--- src/rtl/bcd_scan_display_if.sv ---
`default_nettype none
// ============================================================================
// Module      : bcd_scan_display_if
// Description : Bundle between a BCD number source and the 4-digit scanned
//               7-segment driver. The master side supplies the load strobe
//               and digits; the slave side (the driver) returns segment and
//               anode drive plus the end-of-frame pulse.
// Revision    : 1.0 - initial release
// ============================================================================
interface bcd_scan_display_if;
    logic       ld;
    logic [3:0] n1;
    logic [3:0] n2;
    logic [3:0] n3;
    logic [3:0] n4;
    logic [6:0] seg;
    logic [3:0] an;
    logic       frame_done;

    modport master (
        output ld, n1, n2, n3, n4,
        input  seg, an, frame_done
    );

    modport slave (
        input  ld, n1, n2, n3, n4,
        output seg, an, frame_done
    );
endinterface
`default_nettype wire

--- src/rtl/bcd_scan_display.sv ---
`default_nettype none
// ============================================================================
// Module      : bcd_scan_display
// Description : Latches a four-digit BCD word on a load strobe and scans it
//               onto a common-anode 7-segment display (active-low segments
//               {g,f,e,d,c,b,a}, active-low anodes). Each digit is driven for
//               SCAN_DIV cycles; frame_done pulses when slot 0 comes round
//               again after a complete four-slot scan.
//               Optional macro LEADING_ZERO_BLANK_EN blanks zero digits above
//               the most significant nonzero digit (slot 0 never blanked).
// Revision    : 1.0 - initial release
// ============================================================================
module bcd_scan_display #(
    parameter int unsigned SCAN_DIV = 1000
) (
    input  wire logic            clk,
    input  wire logic            enb,
    bcd_scan_display_if.slave    bus
);

    // Last prescaler value of a slot; prescaler is 16 bits wide.
    localparam logic [15:0] c_DIV_LAST = 16'(SCAN_DIV - 1);

    typedef enum logic [0:0] {
        IDLE = 1'b0,
        SHOW = 1'b1
    } state_t;

    state_t      state_q, state_d;
    logic [3:0]  dig_q [4];
    logic [3:0]  dig_d [4];
    logic [1:0]  slot_q, slot_d;
    logic [15:0] presc_q, presc_d;
    logic [6:0]  seg_q, seg_d;
    logic [3:0]  an_q, an_d;
    logic        frame_done_q, frame_done_d;
    logic [3:0]  blank_mask;

    // Active-low gfedcba pattern; non-BCD codes show a dash (g only).
    function automatic logic [6:0] seg_enc(input logic [3:0] v);
        logic [6:0] s;
        case (v)
            4'd0:    s = 7'b1000000;
            4'd1:    s = 7'b1111001;
            4'd2:    s = 7'b0100100;
            4'd3:    s = 7'b0110000;
            4'd4:    s = 7'b0011001;
            4'd5:    s = 7'b0010010;
            4'd6:    s = 7'b0000010;
            4'd7:    s = 7'b1111000;
            4'd8:    s = 7'b0000000;
            4'd9:    s = 7'b0010000;
            default: s = 7'b0111111;
        endcase
        return s;
    endfunction

    // State register, digit latches, scan counters and registered outputs.
    always_ff @(posedge clk or posedge enb) begin
        if (enb) begin
            state_q      <= IDLE;
            for (int i = 0; i < 4; i++) dig_q[i] <= 4'd0;
            slot_q       <= 2'd0;
            presc_q      <= 16'd0;
            seg_q        <= 7'h7F;
            an_q         <= 4'hF;
            frame_done_q <= 1'b0;
        end else begin
            state_q      <= state_d;
            for (int i = 0; i < 4; i++) dig_q[i] <= dig_d[i];
            slot_q       <= slot_d;
            presc_q      <= presc_d;
            seg_q        <= seg_d;
            an_q         <= an_d;
            frame_done_q <= frame_done_d;
        end
    end

    // Next state: load takes priority over a prescaler wrap; outputs are
    // decoded from the next slot/digits so they change with the slot itself.
    always_comb begin
        state_d      = state_q;
        slot_d       = slot_q;
        presc_d      = presc_q;
        for (int i = 0; i < 4; i++) dig_d[i] = dig_q[i];
        frame_done_d = 1'b0;
        seg_d        = 7'h7F;
        an_d         = 4'hF;
        blank_mask   = 4'b0000;

        if (bus.ld) begin
            dig_d[0] = bus.n1;
            dig_d[1] = bus.n2;
            dig_d[2] = bus.n3;
            dig_d[3] = bus.n4;
            slot_d   = 2'd0;
            presc_d  = 16'd0;
            state_d  = SHOW;
        end else if (state_q == SHOW) begin
            if (presc_q == c_DIV_LAST) begin
                presc_d      = 16'd0;
                slot_d       = slot_q + 2'd1;
                frame_done_d = (slot_q == 2'd3);
            end else begin
                presc_d = presc_q + 16'd1;
            end
        end

`ifdef LEADING_ZERO_BLANK_EN
        // A slot is blanked when it and every higher digit are zero.
        blank_mask[3] = (dig_d[3] == 4'd0);
        blank_mask[2] = blank_mask[3] && (dig_d[2] == 4'd0);
        blank_mask[1] = blank_mask[2] && (dig_d[1] == 4'd0);
        blank_mask[0] = 1'b0;
`else
        blank_mask = 4'b0000;
`endif

        if ((state_d == SHOW) && !blank_mask[slot_d]) begin
            an_d  = ~(4'b0001 << slot_d);
            seg_d = seg_enc(dig_d[slot_d]);
        end
    end

    assign bus.seg        = seg_q;
    assign bus.an         = an_q;
    assign bus.frame_done = frame_done_q;

endmodule
`default_nettype wire

--- src/flat_wrapper.sv ---
// flat-port wrapper written by rule: the top's interface ports become plain ports
module bcd_scan_display_flat 
#(
    parameter int unsigned SCAN_DIV = 1000
)
  (clk, enb, bus_ld, bus_n1, bus_n2, bus_n3, bus_n4, bus_seg, bus_an, bus_frame_done);
  bcd_scan_display_if bus_i ();
  input  wire logic clk;
  input  wire logic enb;
  input wire logic [$bits(bus_i.ld)-1:0] bus_ld;
  input wire logic [$bits(bus_i.n1)-1:0] bus_n1;
  input wire logic [$bits(bus_i.n2)-1:0] bus_n2;
  input wire logic [$bits(bus_i.n3)-1:0] bus_n3;
  input wire logic [$bits(bus_i.n4)-1:0] bus_n4;
  output wire logic [$bits(bus_i.seg)-1:0] bus_seg;
  output wire logic [$bits(bus_i.an)-1:0] bus_an;
  output wire logic [$bits(bus_i.frame_done)-1:0] bus_frame_done;
  assign bus_i.ld = bus_ld;
  assign bus_i.n1 = bus_n1;
  assign bus_i.n2 = bus_n2;
  assign bus_i.n3 = bus_n3;
  assign bus_i.n4 = bus_n4;
  assign bus_seg = bus_i.seg;
  assign bus_an = bus_i.an;
  assign bus_frame_done = bus_i.frame_done;
  bcd_scan_display #(.SCAN_DIV(SCAN_DIV)) u_core (.clk(clk), .enb(enb), .bus(bus_i));
endmodule
--- config.mk ---
export PLATFORM = sky130hd
export DESIGN_NAME = bcd_scan_display_flat
export DESIGN_NICKNAME = d
export VERILOG_FILES = /design/src/rtl/bcd_scan_display_if.sv /design/src/rtl/bcd_scan_display.sv /design/src/flat_wrapper.sv
export SDC_FILE = /design/constraint.sdc
export NUM_CORES = 1
export LEC_CHECK = 0
export BUFFER_PORTS_ARGS = -buffer_cell sky130_fd_sc_hd__clkbuf_2
export CORE_UTILIZATION = 23
export DETAILED_ROUTE_END_ITERATION = 8
export PLACE_DENSITY = 0.42
export SLEW_MARGIN = 20
export SYNTH_ARGS = -nofsm -noshare
export SYNTH_HDL_FRONTEND = slang
export SYNTH_SLANG_ARGS = --single-unit
--- constraint.sdc ---
create_clock -name clk -period 10 [get_ports clk]
set_input_delay 1 -clock clk [delete_from_list [all_inputs] [get_ports clk]]
set_output_delay 1 -clock clk [all_outputs]
set_load 0.005 [all_outputs]
---- Word-level counts from Yosys, hierarchy flattened ----
Memories as Yosys holds them, arrays and structs flattened.
Cells that the tools add are included.
W data, S select, Z words.
word-level totals
  output and inout port bits .............. 12
  input port bits ......................... 19
  memories kept ........................... 1
  ROM bits ................................ 112
  register bits ........................... 47
cells by class
  reductions and logical operators ........ 3
  mux-type cells .......................... 18
  order comparisons ....................... 2
  bitwise gates (word level) .............. 2
  equality and inequality tests ........... 2
  shifts and indexed selects .............. 1
  $add $sub $neg .......................... 2
memories
  name             depth  width  rd ports  clocked after memory_dff  write ports  line                    RTL
  (no name shown)  16     7      1         0                         0            bcd_scan_display.sv:42  case (v)
operator list
  cell                     count
  $mux W16                 4
  $add A16 B1 Y16 const B  1
  $eq A16 B10 Y1 const B   1
  $mux W4                  3
  $bmux W4 S2              1
  $mux W7                  1
  $mux W2                  3
  $mux W1                  5
  $not A4 Y4               1
  $shl A1 B2 Y4 const A    1
  $ge A3 B3 Y1 const B     1
  $lt A2 B3 Y1 const B     1
  $not A2 Y3               1
  $add A2 B1 Y2 const B    1
  $bmux W1 S2              1
  $eq A2 B2 Y1 const B     1
  $reduce_bool A2 Y1       1
  $logic_and A1 B1 Y1      1
  $logic_not A1 Y1         1

---- Depth between registers and ports, before layout ----
Gate-level depths: netlist of the first run.
An unclocked memory read counts as a cell.
  depth in word-level cells ............... 10
  depth in mapped cells ................... 11
  depth with buffers taken out ............ 11

---- Worst setup path before layout of the first run ----
No wires, ideal clock.
  kind .................................... register to register
  start point ............................. register u_core.presc_q[12]
  end point ............................... register u_core.seg_q[0] (netlist: u_core.bus.seg[0])
  buffers on the path ..................... 0
  setup slack ............................. 6.853 ns
  data required time ...................... 9.908 ns
  setup time .............................. 0.092 ns
  arrival ................................. 3.055 ns
  cell stages (with the launch flop) ...... 10
  path through ............................ dfrtp_1 -> or4_4 -> nor4_4 -> mux2i_1 -> mux2_2 -> mux2i_1 -> inv_1 -> ha_1 -> mux2i_1 -> a22oi_1
between the ends
  word-level cells in the longest chain between the ends .. 10
  elaborated cells between the ends (all ways) .. 14
  classes of those cells .................. 1 x eq/ne; 9 x mux; 1 x bitwise; 2 x reduce/logical; 1 x memory
RTL lines
  item                                        line                     RTL
  from (decl)                                 bcd_scan_display.sv:33   logic [15:0] presc_q, presc_d;
  from (signal assigned)                      bcd_scan_display.sv:72   presc_q <= presc_d;
  $eq A16 B10 Y1 *                            bcd_scan_display.sv:100  if (presc_q == c_DIV_LAST) begin
  $mux W2 *                                   bcd_scan_display.sv:100
  $mux W2 *                                   bcd_scan_display.sv:99   end else if (state_q == SHOW) begin
  $mux W2 *                                   bcd_scan_display.sv:91   if (bus.ld) begin
  $not A2 Y3 (implied by the code)            bcd_scan_display.sv:121  seg_d = seg_enc(dig_d[slot_d]);
  $bmux W4 S2                                 bcd_scan_display.sv:121
  $mux W4 (implied by the code) (2 in a row)  bcd_scan_display.sv:121
  $mem_v2 Z16 W7                              -
  $mux W7 *                                   bcd_scan_display.sv:119  if ((state_d == SHOW) && !blank_mask[slot_d]) begin
  net u_core.seg_d[0]                         bcd_scan_display.sv:34   logic [6:0] seg_q, seg_d;
  to (signal assigned)                        bcd_scan_display.sv:73   seg_q <= seg_d;
  to (decl)                                   bcd_scan_display.sv:34
The timed path passes the listed nets; every way through them passes the cells marked *. The select of a mux whose other input is x is not followed.
A chain may end at the register's enable or synchronous reset.

---- Worst setup path in the final report of the first run ----
  start point ............................. register u_core.presc_q[11]
  end point ............................... register u_core.seg_q[0] (netlist: u_core.bus.seg[0])
The elaborated chain is that of the path after synthesis.

==> reports/results.txt, run 1 <==
Die Ht: 102.0 µm
Sequential area share after synthesis: 0.5177
GP Congestion: 0.7372
Vias/cell: 4.125
CP Capture Type: register
H-tree lvl count: 2
Mapped Nets: 229
RSZ-0062 raised after global routing: no
Commonest non-fill, non-tap cell in the layout: dfrtp_1
Setup tns final: 0 ns
All-Layer GR Usage: 0.1025
Max Slew Vio Count: 0
Vias: 1514
Wire per inst: 13.11 µm
#FFs+latches synth: 47
Max_cap viols: 0
EDFF count, synth: 0
Share of the synthesized area in the top cell type: 0.3919
Max Clk Rate: 281.1 MHz
Status: complete, no violations
Fin. Hold Viols: 0
CP Class: register to register
Fin crit period: 3.558 ns
CTS root buf: clkbuf_8
# diodes: 0
Clock slew at reported path FFs: 0.10 ns
WHS: 0.4963 ns
Routed WL: 4.810 mm
Worst EP required: 10.22 ns
Vias in the first global route: 1534
Core area: 9729 µm²
IO Pins: 31
Mapped Area: 2298 µm²
Largest net degree at the start of global routing: 48
Worst vdd ir: 0.05875 mV
Area grow syn2layout: 17.91%
Clk_lat worst skew: 0.31 ns
P_leak: 1.230 nW
Worst slew pin tran: 0.8443 ns
Number of library cell types mapped by synthesis: 34
Die Area: 10400 µm²
# port buffers: 30
Cells after synthesis: 202
CTS Buf Count: 5
Clk_skew: 0.01061 ns
Net count, final: 260
Drt first-iter violations: 42
CTS max path bufs: 2
Routed Antenna Nets: 0
Setup-failing EPs final: 0
GRT overflow: 0
Hold crit path type: register to register
CTS tree: yes
Initial antenna violation count: 0
First drt pass iteration count: 4
Asr flop ratio synth: 1.000
Slew headroom: 0.4371
Pwr dens: 149.0 nW/µm²
Setup Buffers After CTS: 0
Post_cts resized: 0
Clk sinks: 47
CP startpoint kind: register
Post-route DRC: 0
Largest area contributor in the netlist: dfrtp_1
Post-synthesis average cell area: 11.38 µm²
Synth warn: 0
Synth area leaders: dfrtp_1 (39%), dfstp_2 (13%), mux2_2 (7.8%), mux2i_1 (6.1%), ha_1 (4.4%)
DIE WIDTH: 102.0 µm
Dpl hpwl: 3.285 mm
Most used DFF post-synth: dfrtp_1
Crit path max fanout: 6
Layout cells sized above 1: 0.3120
CP arrival: 3.78 ns
Cell Rows: 36
Most frequent cells in the layout: dfrtp_1 (36), clkbuf_2 (30), nor2_1 (21)
First-pass GRT wire length: 7.983 mm
Initial core utilization: 0.2362
Period Utilization, post-route: 0.3558
Hold_buf cts: 0
kinds of logic after synthesis:
logic type / synth area share
compound gates: 0.05389
xor+xnor: 0.04573
fa+ha+maj: 0.04355
buf+inv: 0.03429
flops: 0.5177
mux: 0.1551
simple gates: 0.1497
registers in the layout, indices dropped and copies added (netlist names):
register and flops:
u_core.bus.an 4, u_core.slot_q 2, u_core.bus.seg 7, u_core.state_q 1, u_core.dig_q 16, u_core.presc_q 16
u_core.bus.frame_done 1
Yosys cell counts (all sizes together), types with 4 or more instances:
| cell | count |
|---|---|
| a21oi | 6 |
| clkbuf | 6 |
| dfrtp | 36 |
| dfstp | 11 |
| ha | 8 |
| inv | 15 |
| mux2 | 18 |
| mux2i | 15 |
| nand2 | 7 |
| nand3 | 7 |
| nor2 | 21 |
| nor3 | 4 |
| o21ai | 6 |
| or3 | 4 |
| xnor2 | 6 |
| xor2 | 6 |
power by group:
group | switching, mW | internal, mW
Clock | 0.0711 | 0.0759
Combinational | 0.0251 | 0.0211
Sequential | 0.00530 | 0.205
per-stage QoR:
| stage | power (mW) | setup WS (ns) | cells | instance area, µm² | utilization |
|---|---|---|---|---|---|
| 2_1_floorplan | 0.2438 | 6.853 | 202 | 2298 | - |
| 3_3_place_gp | 0.2621 | 6.415 | 359 | 2592 | 0.2665 |
| 3_5_place_dp | 0.2620 | 6.341 | 359 | 2592 | 0.2665 |
| 4_1_cts | 0.4134 | 6.452 | 367 | 2709 | 0.2784 |
| 5_1_grt | 0.4254 | 6.227 | 367 | 2710 | 0.2785 |
| 6_report | 0.4038 | 6.442 | 367 | 2710 | 0.2785 |
critical path, cell delays in order (launching register included):
cell     delay, ns
dfrtp_1       0.42
or4_4         0.58
nor4_4        0.44
mux2i_1       0.63
mux2_2        0.40
mux2i_1       0.38
inv_1         0.15
ha_1          0.21
mux2i_1       0.16
a22oi_1       0.11
final timing paths:
check | from | endpoint | slack (ns) | cells after the start
max in group asynchronous | enb | u_core.dig_q[3]$_DFF_PP0_ | 8.68 | 2
max reg2reg | u_core.presc_q[11]$_DFFE_PP0N_ | u_core.bus.seg[0]$_DFF_PP1_ | 6.44 | 9
min reg2reg | u_core.dig_q[6]$_DFF_PP0_ | u_core.dig_q[6]$_DFF_PP0_ | 0.50 | 2
min | u_core.dig_q[6]$_DFF_PP0_ | u_core.dig_q[6]$_DFF_PP0_ | 0.50 | 2
min in group asynchronous | enb | u_core.dig_q[15]$_DFF_PP0_ | 0.81 | 2
max | u_core.presc_q[11]$_DFFE_PP0N_ | u_core.bus.seg[0]$_DFF_PP1_ | 6.44 | 9
area by class of cell:
| type | instances | area (µm²) |
|---|---|---|
| fill | 1061 | 7019 |
| sequential | 47 | 1190 |
| multi-input combinational | 134 | 1030 |
| tap | 133 | 166.4 |
| timing repair buffer | 30 | 150.1 |
| clock buffer | 5 | 68.82 |
| inverter | 15 | 57.56 |
| clock inverter | 3 | 47.55 |
metal layers:
metal  GRT usage  routed length (µm)  vias to the layer above
met4     0.03297                  58                        0
li1            -                   -                      748
met5           0                   0                        -
met2      0.1621                2173                       21
met1      0.1391                2443                      741
met3     0.02257                 135                        4
Note: power is estimated with default switching activity, not from simulation.
==> run 2: changes to the inputs <==
--- a/config.mk
+++ b/config.mk
@@ -8,7 +8,7 @@
 export BUFFER_PORTS_ARGS = -buffer_cell sky130_fd_sc_hd__clkbuf_2
 export CORE_UTILIZATION = 23
 export DETAILED_ROUTE_END_ITERATION = 8
-export PLACE_DENSITY = 0.42
+export PLACE_DENSITY = 0.43
 export SLEW_MARGIN = 20
 export SYNTH_ARGS = -nofsm -noshare
 export SYNTH_HDL_FRONTEND = slang
==> constraint.sdc (replaced) <==
create_clock -name clk -period 3 [get_ports clk]
set_input_delay 0.3 -clock clk [delete_from_list [all_inputs] [get_ports clk]]
set_output_delay 0.3 -clock clk [all_outputs]
set_load 0.005 [all_outputs]
==> run 2 against run 1 <==
Via count rose by 4.4%. Register-to-register slack got worse by 6.3 ns. Hold slack got worse by 0.38 ns. Final area rose by 5.3%. Global-route usage rose by 0.39 points. Clock power rose to 2.7 times the previous value. Cell count rose by 4.9%. Utilization rose by 1.5 points. Clock skew rose by 0.0013 ns. Critical endpoint is now u_core.bus.seg[5]$_DFF_PP1_. Largest cell class unchanged.
==> reports/results.txt, run 2 (synthesis results as in run 1) <==
Status: complete, no violations
CP startpoint kind: register
Setup tns final: 0 ns
Critical R2R Capture: u_core.bus.seg[5]$_DFF_PP1_
All-Layer GR Usage: 0.1063
Worst EP required: 3.22 ns
Period Utilization, post-route: 0.9638
Clk sinks: 47
P_leak: 1.310 nW
# diodes: 0
Drt first-iter violations: 67
Initial antenna violation count: 0
Cell Rows: 36
Layout cells sized above 1: 0.3730
Finished Core Util: 0.2932
Post-route DRC: 0
CTS root buf: clkbuf_8
# port buffers: 30
Largest net degree at the start of global routing: 48
Crit path max fanout: 8
Hold crit path type: primary input to asynchronous set/reset pin
Vias: 1581
RR Startpoint: u_core.presc_q[11]$_DFFE_PP0N_
Total power: 1.263 mW
Routed Antenna Nets: 0
Clock slew at reported path FFs: 0.10 ns
Fin. Hold Viols: 0
Fin crit period: 2.891 ns
Wire per inst: 12.77 µm
Multi-input logic area: 1059 µm²
DIE WIDTH: 102.0 µm
Register area: 1190 µm²
R2r setup slk: 0.11 ns
Worst slew pin tran: 0.8343 ns
Vias in the first global route: 1689
Most frequent cells in the layout: dfrtp_1 (36), clkbuf_2 (30), nor2_1 (21)
Setup-failing EPs final: 0
Net count, final: 278
Commonest non-fill, non-tap cell in the layout: dfrtp_1
Fin cells: 385
Die Area: 10400 µm²
Routed WL: 4.917 mm
CTS max path bufs: 2
IO Pins: 31
Dpl cells: 371
Dpl hpwl: 3.471 mm
CTS Buf Count: 5
Max_cap viols: 0
Hold_buf cts: 0
CP Capture Type: register
R2R cell count: 9
Initial core utilization: 0.2362
Slew headroom: 0.4432
CTS tree: yes
Core area: 9729 µm²
GP Congestion: 0.7910
Pwr dens: 442.9 nW/µm²
H-tree lvl count: 2
CP arrival: 3.11 ns
RSZ-0062 raised after global routing: no
GRT overflow: 0
Worst vdd ir: 0.1939 mV
Clk_skew: 0.01194 ns
Vias/cell: 4.106
Area grow syn2layout: 24.12%
Die Ht: 102.0 µm
Max Slew Vio Count: 0
CP Class: register to register
First drt pass iteration count: 3
Clk_lat worst skew: 0.30 ns
Max Clk Rate: 345.9 MHz
Fillers: 1056
First-pass GRT wire length: 8.438 mm
-- run 2: cell count changes in the layout (fill, tap and decap cells not counted), sizes merged --
cell / change
bufinv: -1
buf: +18
clkinv: +1
-- run 2: layout make-up --
type,instances,share of cell area
multi-input cells,134,0.3711
clock buffers,5,0.02412
clock inverters,3,0.007895
well taps,133,0.05833
inverters,15,0.02018
flip-flops and latches,47,0.4171
repair buffers,48,0.1013
-- run 2: repair_timing --
action	4_1_cts	5_1_grt
endpoints found under the setup margin	0	6
setup buffers	0	6
resized for setup	0	6
-- run 2: per-stage QoR --
step	cell area (µm²)	hold WS (ns)	setup slack, ns
floorplan	2311	0.4338	0.02568
global placement	2695	0.4667	0.06281
detailed placement	2695	0.4708	0.04122
CTS	2786	0.2089	0.01486
global route	2853	0.1757	0.004666
finish	2853	0.1173	0.1086
-- run 2: worst max-delay path by stage --
stage | start | to | slack, ns
detailed placement | u_core.presc_q[11]$_DFFE_PP0N_ | u_core.bus.seg[3]$_DFF_PP1_ | 0.04
global route | u_core.presc_q[11]$_DFFE_PP0N_ | u_core.bus.seg[4]$_DFF_PP1_ | 0.005
CTS | u_core.presc_q[11]$_DFFE_PP0N_ | u_core.bus.seg[0]$_DFF_PP1_ | 0.01
global placement | u_core.presc_q[11]$_DFFE_PP0N_ | u_core.bus.seg[4]$_DFF_PP1_ | 0.06
floorplan | u_core.presc_q[12]$_DFFE_PP0N_ | u_core.bus.seg[0]$_DFF_PP1_ | 0.03
finish | u_core.presc_q[11]$_DFFE_PP0N_ | u_core.bus.seg[5]$_DFF_PP1_ | 0.11
-- run 2: per-layer routing --
| layer | track usage | wire [µm] | vias to the layer above |
|---|---|---|---|
| li1 | - | - | 783 |
| met1 | 0.1375 | 2383 | 774 |
| met2 | 0.1766 | 2361 | 19 |
| met3 | 0.02394 | 125 | 5 |
| met4 | 0.03297 | 47 | 0 |
| met5 | 0 | 0 | - |
-- run 2: critical path, stage by stage (launching register included) --
cell and delay, ns:
dfrtp_1 0.41, or4_4 0.56, nor4_4 0.16, buf_6 0.16, mux2i_4 0.31, buf_4 0.17, mux2i_1 0.30, mux2i_4 0.18
mux2_1 0.36, a22oi_1 0.20
-- run 2: report_power, final --
part / internal (mW) / leakage [nW] / total (mW) / switching [mW]
clock network: 0.167 / 0.0485 / 0.394 / 0.227
logic: 0.0796 / 0.687 / 0.171 / 0.0912
registers: 0.684 / 0.574 / 0.699 / 0.0146
total: 0.931 / 1.31 / 1.26 / 0.332
